File: src/rtl/add_num_job_sequencer.sv
// Streams a block of read requests, adds bytes 1 and 2 of each returned line and writes the
// 8-bit sum to the matching destination line, bounding in-flight work with a credit counter.
module add_num_job_sequencer #(
    parameter int MAX_OUTSTANDING = 8,
    parameter int CL_ADDR_W       = 42,
    parameter int CNT_W           = 16
) (
    input  logic                 clk,
    input  logic                 reset_n,
    input  logic                 start,
    input  logic [CL_ADDR_W-1:0] src_base,
    input  logic [CL_ADDR_W-1:0] dst_base,
    input  logic [CNT_W-1:0]     num_lines,
    input  logic                 c0TxAlmFull,
    input  logic                 c1TxAlmFull,
    output logic                 rd_req_valid,
    output logic [CL_ADDR_W-1:0] rd_req_addr,
    output logic [CNT_W-1:0]     rd_req_mdata,
    input  logic                 rd_rsp_valid,
    input  logic [CNT_W-1:0]     rd_rsp_mdata,
    input  logic [511:0]         rd_rsp_data,
    output logic                 wr_req_valid,
    output logic [CL_ADDR_W-1:0] wr_req_addr,
    output logic [511:0]         wr_req_data,
    input  logic                 wr_rsp_valid,
    output logic                 busy,
    output logic                 done
);

    localparam int PTR_W = $clog2(MAX_OUTSTANDING);
    localparam int OCC_W = PTR_W + 1;

    typedef enum logic [1:0] {
        ST_IDLE,
        ST_RUN,
        ST_DONE
    } state_t;

    state_t state, state_next;

    logic [CL_ADDR_W-1:0] src_base_q, dst_base_q;
    logic [CNT_W-1:0]     num_q, rd_issued, wr_acks, acks_next;
    logic [OCC_W-1:0]     inflight, fifo_count;
    logic [PTR_W-1:0]     rd_ptr, wr_ptr;
    logic [7:0]           wr_sum_q;

    logic [CL_ADDR_W-1:0] fifo_addr [MAX_OUTSTANDING];
    logic [7:0]           fifo_sum  [MAX_OUTSTANDING];

    logic                 in_run, rsp_push, ack, fifo_empty, fifo_full;
    logic                 rd_issue, wr_pop, accept_start;
    logic [CL_ADDR_W-1:0] push_addr, head_addr;
    logic [7:0]           push_sum, head_sum;

    assign in_run     = (state == ST_RUN);
    assign rsp_push   = in_run && rd_rsp_valid;
    assign ack        = in_run && wr_rsp_valid;
    assign acks_next  = wr_acks + CNT_W'(ack);
    assign fifo_empty = (fifo_count == '0);
    assign fifo_full  = (fifo_count == OCC_W'(MAX_OUTSTANDING));

    assign push_addr  = dst_base_q + CL_ADDR_W'(rd_rsp_mdata);
    assign push_sum   = rd_rsp_data[15:8] + rd_rsp_data[23:16];

    // An empty FIFO forwards the arriving response so a write can go out the very next cycle.
    assign head_addr  = fifo_empty ? push_addr : fifo_addr[rd_ptr];
    assign head_sum   = fifo_empty ? push_sum  : fifo_sum[rd_ptr];

    assign wr_pop     = in_run && (!fifo_empty || rsp_push) && !c1TxAlmFull;
    assign rd_issue   = in_run && (rd_issued < num_q) && !c0TxAlmFull
                        && (inflight < OCC_W'(MAX_OUTSTANDING));

    assign busy        = (state != ST_IDLE);
    assign done        = (state == ST_DONE);
    assign wr_req_data = {504'b0, wr_sum_q};

    always_comb begin
        state_next   = state;
        accept_start = 1'b0;
        case (state)
            ST_IDLE: begin
                if (start) begin
                    accept_start = 1'b1;
                    state_next   = (num_lines == '0) ? ST_DONE : ST_RUN;
                end
            end
            ST_RUN: begin
                if (acks_next == num_q) begin
                    state_next = ST_DONE;
                end
            end
            ST_DONE: state_next = ST_IDLE;
            default: state_next = ST_IDLE;
        endcase
    end

    // Credits cover reads awaiting a response plus buffered writes; a response just moves a credit
    // from the first group to the second, so only issue and pop change the total.
    always_ff @(posedge clk) begin
        if (!reset_n) begin
            state        <= ST_IDLE;
            src_base_q   <= '0;
            dst_base_q   <= '0;
            num_q        <= '0;
            rd_issued    <= '0;
            wr_acks      <= '0;
            inflight     <= '0;
            fifo_count   <= '0;
            rd_ptr       <= '0;
            wr_ptr       <= '0;
            rd_req_valid <= 1'b0;
            rd_req_addr  <= '0;
            rd_req_mdata <= '0;
            wr_req_valid <= 1'b0;
            wr_req_addr  <= '0;
            wr_sum_q     <= '0;
        end else begin
            state        <= state_next;
            rd_req_valid <= rd_issue;
            wr_req_valid <= wr_pop;
            if (rd_issue) begin
                rd_req_addr  <= src_base_q + CL_ADDR_W'(rd_issued);
                rd_req_mdata <= rd_issued;
                rd_issued    <= rd_issued + CNT_W'(1);
            end
            if (wr_pop) begin
                wr_req_addr <= head_addr;
                wr_sum_q    <= head_sum;
                rd_ptr      <= rd_ptr + PTR_W'(1);
            end
            if (rsp_push) begin
                wr_ptr <= wr_ptr + PTR_W'(1);
            end
            if (ack) begin
                wr_acks <= acks_next;
            end
            inflight   <= inflight + OCC_W'(rd_issue) - OCC_W'(wr_pop);
            fifo_count <= fifo_count + OCC_W'(rsp_push) - OCC_W'(wr_pop);
            if (accept_start) begin
                src_base_q <= src_base;
                dst_base_q <= dst_base;
                num_q      <= num_lines;
                rd_issued  <= '0;
                wr_acks    <= '0;
                inflight   <= '0;
                fifo_count <= '0;
                rd_ptr     <= '0;
                wr_ptr     <= '0;
            end
        end
    end

    always_ff @(posedge clk) begin
        if (rsp_push) begin
            fifo_addr[wr_ptr] <= push_addr;
            fifo_sum[wr_ptr]  <= push_sum;
        end
    end

    a_no_fifo_overflow : assert property (@(posedge clk) disable iff (!reset_n)
        !(rsp_push && fifo_full && !wr_pop));

endmodule
File: config.mk
export PLATFORM = sky130hd
export DESIGN_NAME = add_num_job_sequencer
export DESIGN_NICKNAME = d
export VERILOG_FILES = /design/src/rtl/add_num_job_sequencer.sv
export SDC_FILE = /design/constraint.sdc
export NUM_CORES = 1
export LEC_CHECK = 0
export BUFFER_PORTS_ARGS = -buffer_cell sky130_fd_sc_hd__buf_4
export CAP_MARGIN = 20
export CORE_AREA = 2 2 485 487
export DETAILED_ROUTE_END_ITERATION = 7
export DIE_AREA = 0 0 487 489
export RECOVER_POWER = 25
export SLEW_MARGIN = 10
export SYNTH_ARGS = -nofsm -noshare
export SYNTH_HDL_FRONTEND = slang
export SYNTH_SLANG_ARGS = --single-unit
File: constraint.sdc
create_clock -name clk -period 5 [get_ports clk]
set_input_delay 0.75 -clock clk [delete_from_list [all_inputs] [get_ports clk]]
set_output_delay 0.75 -clock clk [all_outputs]
set_load 0.01 [all_outputs]
==> results of run 1 <==
==> metrics by stage <==
stage          cells  hold WS (ns)
2_1_floorplan   3284        0.4363
3_3_place_gp    6021        0.4469
3_5_place_dp    6022        0.4488
4_1_cts         6150        0.2505
5_1_grt         6153        0.2783
6_report        6153        0.3266
==> power groups by stage <==
stage,clock network (uW),logic [uW],registers (uW)
CTS,5440,1470,6110
global placement,0,1450,6220
global route,5640,1570,6130
detailed placement,0,1470,6230
finish,5260,1400,6110
floorplan,0,1160,6200
==> registers in the layout, summed over array words and instances (netlist names), 42 cells and up, named ones only <==
name and count:
fifo_addr 336, fifo_sum 64, dst_base_q 42, rd_req_addr 42, src_base_q 42, wr_req_addr 42
==> cell type report <==
cell class	count	area, um2	area share
flip-flops and latches	661	17250	0.4567
multi-input cells	1941	12300	0.3258
well taps	3060	3829	0.1014
clock buffers	96	1949	0.05163
repair buffers	296	1819	0.04818
clock inverters	32	357.8	0.009477
inverters	65	249.0	0.006594
diodes	2	5.005	0.0001326
==> cell usage in the layout (no fill, tap or decap), types with 16 or more instances in the layout <==
cell type / count
a221o_1: 25
xnor2_1: 72
or3_1: 16
buf_4: 171
mux4_2: 100
nor4_1: 16
ha_1: 68
nor3_1: 19
a21oi_1: 211
clkbuf_16: 70
nand4_1: 21
o211ai_1: 23
conb_1: 504
clkbuf_1: 136
o21ai_0: 76
nor2_1: 117
dfxtp_1: 258
a211oi_1: 19
nand3_1: 39
mux2i_1: 49
xor2_1: 50
inv_1: 63
edfxtp_1: 400
nand2_1: 357
==> worst max-delay path, delay by kind of cell (launching register included) <==
family | cells | cell delay, ns
DFF | 1 | 0.38
buffers and inverters | 2 | 0.78
and+or+nand+nor | 3 | 2.66
==> path summary, 6_finish.rpt <==
path                            depth (start not counted)          endpoint
worst min-delay path                                    3     dst_base_q[1]
worst max-delay path                                    5  fifo_addr[3][20]
worst min register to register                          2       wr_sum_q[4]
worst max register to register                          5  fifo_addr[3][20]
==> logic make-up (layout without fill, tap and decap cells) <==
group,count (synthesis),in the layout
buf+inv,682,489
simple gates,668,668
flops,661,661
compound gates,424,424
mux,150,150
xor+xnor,122,122
fa+ha+maj,73,73
other cells,1,506
==> layer usage <==
layer	global-route usage	vias to the layer above
met5	0	-
met4	0.02597	2
met3	0.02017	164
met2	0.1289	1009
met1	0.09667	9979
li1	-	9420
==> impl_metrics.yaml, run 1 <==
worst_hold_path:
  hp-class: "in2reg"
  hold_start: "dst_base[1]"
floorplanning:
  die-area_um2: 238100
  placementRows: 178
  io_pins: 1251
  die_x_um: 487
  initial_utilization: 0.1371
  core_um2: 233600
  die_h_um: 489
logic_synthesis:
  synth_area_leaders: "edfxtp_1 37%, dfxtp_1 16%, buf_4 12%, mux4_2 7.0%, nand2_1 4.2%"
  synth.most_common_cell: "buf_4"
  yosys.area.top_type: "edfxtp_1"
  ys_top_cells_by_count: "505 x buf_4, 400 x edfxtp_1, 357 x nand2_1"
  yosysTopAreaCellShare: 0.3750
  synth-edff-count: 400
  synth_xor_area_frac: 0.03336
  synthAdderAreaFrac: 0.02968
  syn_area_um2: 32030
  yosysSeqAreaShare: 0.5381
  avgSynthCellArea_um2: 11.52
  synth_compound_area_frac: 0.08030
  yosysWarnings: 0
  synth_top_family_by_area: "buffers and inverters"
  synthMuxAreaShare: 0.08597
  synth_simple_gate_area_frac: 0.09284
  syn_inst: 2781
  ys_types: 71
  ys_async_sr_fraction: 0
  synth-seq-cells: 661
  synth_ff_type: "edfxtp_1"
detailed_routing:
  wl_met1_mm: 39.91
  top_layer_used: "met5"
  drtPass1Iterations: 5
  route.vias.total: 20570
  wl_mm: 96.37
  antenna_left: 0
  wl_per_cell_um: 15.66
  detailroute.wirelength.met2_mm: 45.56
  drc_errors: 0
  vias_per_cell: 3.344
  detailroute.wirelength.met3_mm: 7.995
  drtIter0Drc: 1728
power:
  vdd_drop_max_mv: 0.2403
  p_total_uw: 12780
  power.density_cell_area_nw_per_um2: 338.4
  internal_power_uw: 9356
  p_switching_uw: 3421
  p_comb_frac: 0.110
  leakage_uw: 0.01297
  seq_power_share: 0.478
  switching_share: 0.2677
  p_clk_frac: 0.412
cts:
  hold_buffers: 0
  cts-buffers-inserted: 69
  cts_sinks: 661
  clkTransAtPathRegs_ns: 0.08
  postCtsSetupBuffers: 0
  cts-root-buf: "clkbuf_16"
  cts_max_level: 3
  clk_path_buf_depth: 3
  tritoncts: "done"
  clk-insertion-delay-late_ns: 0.68
  postCtsResizedCells: 0
status:
  outcome: "finished with violations"
  violations: "max-capacitance violations, max-slew violations"
finish:
  syn2layout_area_growth_pct: 17.87
  layout-drive-gt1-share: 0.1330
  final_area_um2: 37760
  fill_cells: 25770
  final_nets: 3742
  final_util: 0.1616
worst_setup_path:
  end_kind: "flop"
  path_common_cell: "buf_4"
  r2r-start: "state[0]"
  path_max_fanout: 24
  cp-start-kind: "flop"
  cp_slowest_cell: "nor2_1"
  crit_type: "reg2reg"
  reg2reg_setup_slack_ns: 0.79
  cp.arrival_ns: 4.53
  cp_slowest_stage_delay_ns: 2.27
  required_ns: 5.32
  crit_start: "state[0]"
  path_cells: "nor2b_1, buf_4, nand3_1, nor2_1, buf_4"
placed_design:
  port_buffers: 250
  gp_congestion: 0.7485
  pre_cts_slack_ns: 0.8872
  place_hpwl_mm: 68.81
  place_area_um2: 35910
sta:
  fin_skew_ns: 0.05712
  period_minus_slack_ns: 4.209
  relSlewSlack: -1.001
  fin_crit_sh: 0.8418
  rsz0062_at_grt: "false"
  max_freq_mhz: 237.6
  setup_viol: 0
  fin_ws_ns: 0.7908
  drv_slew: 146
  setup_tns_ns: 0
  hold_viol_final: 0
  worst_slew_pin_slew_ns: 2.991
global_routing:
  grt_pass1_vias: 18950
  grt_max_degree: 78
  antenna_found_initial: 29
  grt_pass1_wl_mm: 133.6
  grt_usage: 0.07743
  grt_overflow_total: 0
job:
  max_cap_violations: 4
Power figures use the tool's default switching activity.
==> run 2: changes to the inputs <==
==> constraint.sdc (replaced) <==
create_clock -name clk -period 3.5 [get_ports clk]
set_input_delay 0.525 -clock clk [delete_from_list [all_inputs] [get_ports clk]]
set_output_delay 0.525 -clock clk [all_outputs]
set_load 0.01 [all_outputs]
==> run 2 against run 1 <==
Against the previous run:
- the flow still finishes with violations (max-capacitance violations, max-slew violations)
- final area is 2.8% higher
- die area unchanged
- combinational power increased by 49%
- register-to-register slack worse by 0.51 ns
- sequential power up 43%
- critical endpoint is now fifo_addr[0][38]
==> impl_metrics.yaml, run 2 (same netlist as run 1, synthesis figures left out) <==
worst_setup_path:
  crit_buf_inv: 2
  cp_slowest_cell: "xnor2_1"
  critical_path_depth: 10
  cp-start-kind: "flop"
  required_ns: 3.86
  crit_start: "dst_base_q[0]"
  path_cells: "ha_1, inv_1, fa_1, nor2b_1, o21a_1, a221oi_2, o211ai_2, buf_4, nand3_1, xnor2_1"
  cp.arrival_ns: 3.58
  path_max_fanout: 9
  cp_slowest_stage_delay_ns: 0.66
  crit_type: "reg2reg"
  critical_path.endpoint: "fifo_addr[0][38]"
  end_kind: "flop"
  critPathTopFamily: "compound AO/OA/AOI/OAI gates"
  reg2reg_setup_slack_ns: 0.29
  r2r-start: "dst_base_q[0]"
  r2r_cells: 10
  reg2reg_to: "fifo_addr[0][38]"
cts:
  cts_sinks: 661
  clk-insertion-delay-late_ns: 0.67
  tritoncts: "done"
  clkTransAtPathRegs_ns: 0.06
  cts-buffers-inserted: 72
  cts-root-buf: "clkbuf_16"
  hold_buffers: 0
  clk_path_buf_depth: 3
  cts_max_level: 3
power:
  p_switching_uw: 5036
  power.density_cell_area_nw_per_um2: 492.1
  p_clk_frac: 0.434
  p_comb_frac: 0.110
  leakage_uw: 0.01352
  switching_share: 0.2636
  internal_power_uw: 14070
  seq_power_share: 0.457
  vdd_drop_max_mv: 0.2894
status:
  violations: "max-capacitance violations, max-slew violations"
  outcome: "finished with violations"
sta:
  setup_viol: 0
  setup_tns_ns: 0
  hold_viol_final: 0
  period_minus_slack_ns: 3.215
  fin_skew_ns: 0.02760
  fin_ws_ns: 0.2851
  fin_crit_sh: 0.9185
  drv_slew: 105
  worst_slew_pin_slew_ns: 2.013
  max_freq_mhz: 311.1
  rsz0062_at_grt: "false"
  relSlewSlack: -0.3418
floorplanning:
  die_x_um: 487
  core_um2: 233600
  placementRows: 178
  die_h_um: 489
  io_pins: 1251
  initial_utilization: 0.1371
  die-area_um2: 238100
global_routing:
  use_met3: 0.01820
  grt_usage: 0.07907
  grt_pass1_vias: 19530
  antenna_found_initial: 26
  grt_max_degree: 157
  grt_pass1_wl_mm: 136.7
  grt.met2_usage: 0.1372
  grt_overflow_total: 0
  busiest_layer: "met2"
  met1_usage: 0.09849
finish:
  final_area_um2: 38810
  final_cell_mix: "504 x conb_1, 400 x edfxtp_1, 357 x nand2_1, 258 x dfxtp_1, 233 x buf_4"
  largest_register_ffs: 336
  syn2layout_area_growth_pct: 21.16
  layout-drive-gt1-share: 0.1592
  reg_top3: "fifo_addr: 336 flops, fifo_sum: 64 flops"
  top_register: "fifo_addr"
  mostFrequentLayoutCell: "conb_1"
  final_nets: 3821
placed_design:
  port_buffers: 250
  place_area_um2: 36650
  place_hpwl_mm: 70.29
  pre_cts_slack_ns: -0.2401
  gp_congestion: 0.7570
worst_hold_path:
  hp-class: "in2reg"
detailed_routing:
  drtIter0Drc: 1844
  vias_per_cell: 3.369
  wl_mm: 98.20
  antenna_left: 0
  drtPass1Iterations: 5
  drc_errors: 0
  wl_per_cell_um: 15.76
  route.vias.total: 21000
job:
  max_cap_violations: 2
==> run 2: changes by cell type in the layout (fill, tap and decap cells not counted), moves of 2 or more <==
cell / previous run / this run
buf_12: 4 / 18
buf_4: 171 / 233
bufinv_16: 3 / 8
clkbuf_1: 136 / 130
clkbuf_16: 70 / 73
clkbuf_8: 10 / 15
clkinv_1: 8 / 3
clkinv_16: 2 / 4
inv_6: 2 / 5
nor2_1: 117 / 115
nor2_4: 5 / 7
==> run 2: metrics by stage <==
stage	hold slack [ns]	utilization	cells	total power, uW
floorplan	0.4363	-	3284	10510
CTS	0.01517	0.1680	6232	19490
detailed placement	0.4463	0.1569	6099	11080
global route	0.06218	0.1661	6232	19900
global placement	0.4458	0.1569	6099	11050
finish	0.1005	0.1661	6233	19100
==> run 2: power groups by stage <==
stage	combinational, uW	sequential [uW]	clock, uW
floorplan	1650	8860	0
global placement	2160	8890	0
detailed placement	2190	8890	0
CTS	2200	8730	8560
global route	2330	8750	8820
finish	2090	8730	8280
==> run 2: how the worst min path moves through the flow <==
| stage | from | to | slack (ns) | cells after the start |
|---|---|---|---|---|
| floorplan | src_base_q[20] | src_base_q[20] | 0.44 | 2 |
| global placement | wr_req_addr[11] | wr_req_addr[11] | 0.45 | 2 |
| detailed placement | rd_req_addr[14] | rd_req_addr[14] | 0.45 | 2 |
| CTS | dst_base[34] | dst_base_q[34] | 0.02 | 3 |
| global route | dst_base[34] | dst_base_q[34] | 0.06 | 3 |
| finish | dst_base[39] | dst_base_q[39] | 0.10 | 3 |
==> run 2: worst reg2reg max path: stages (launching register included) <==
cell,delay [ns]
dfxtp_1,0.41
ha_1,0.20
inv_1,0.05
fa_1,0.40
nor2b_1,0.14
o21a_1,0.19
a221oi_2,0.11
o211ai_2,0.45
buf_4,0.21
nand3_1,0.09
xnor2_1,0.66
==> run 2: routing by layer <==
layer,vias to the layer above,share of wire
li1,9581,-
met2,1019,0.49
met4,4,0.020
met1,10260,0.42
met5,-,0.00035
met3,141,0.075
==> run 2: what timing repair did <==
action,CTS,global route
resized for setup,0,2
endpoints found under the setup margin,0,11
setup buffers,0,0
==> run 2: layout make-up <==
type / instances / area (um2)
tap: 3060 / 3829
antenna: 1 / 2.502
fill: 25810 / 194800
sequential: 661 / 17250
multi-input combinational: 1941 / 12310
clock inverter: 34 / 530.5
clock buffer: 99 / 2074
inverter: 65 / 249.0
timing repair buffer: 372 / 2569
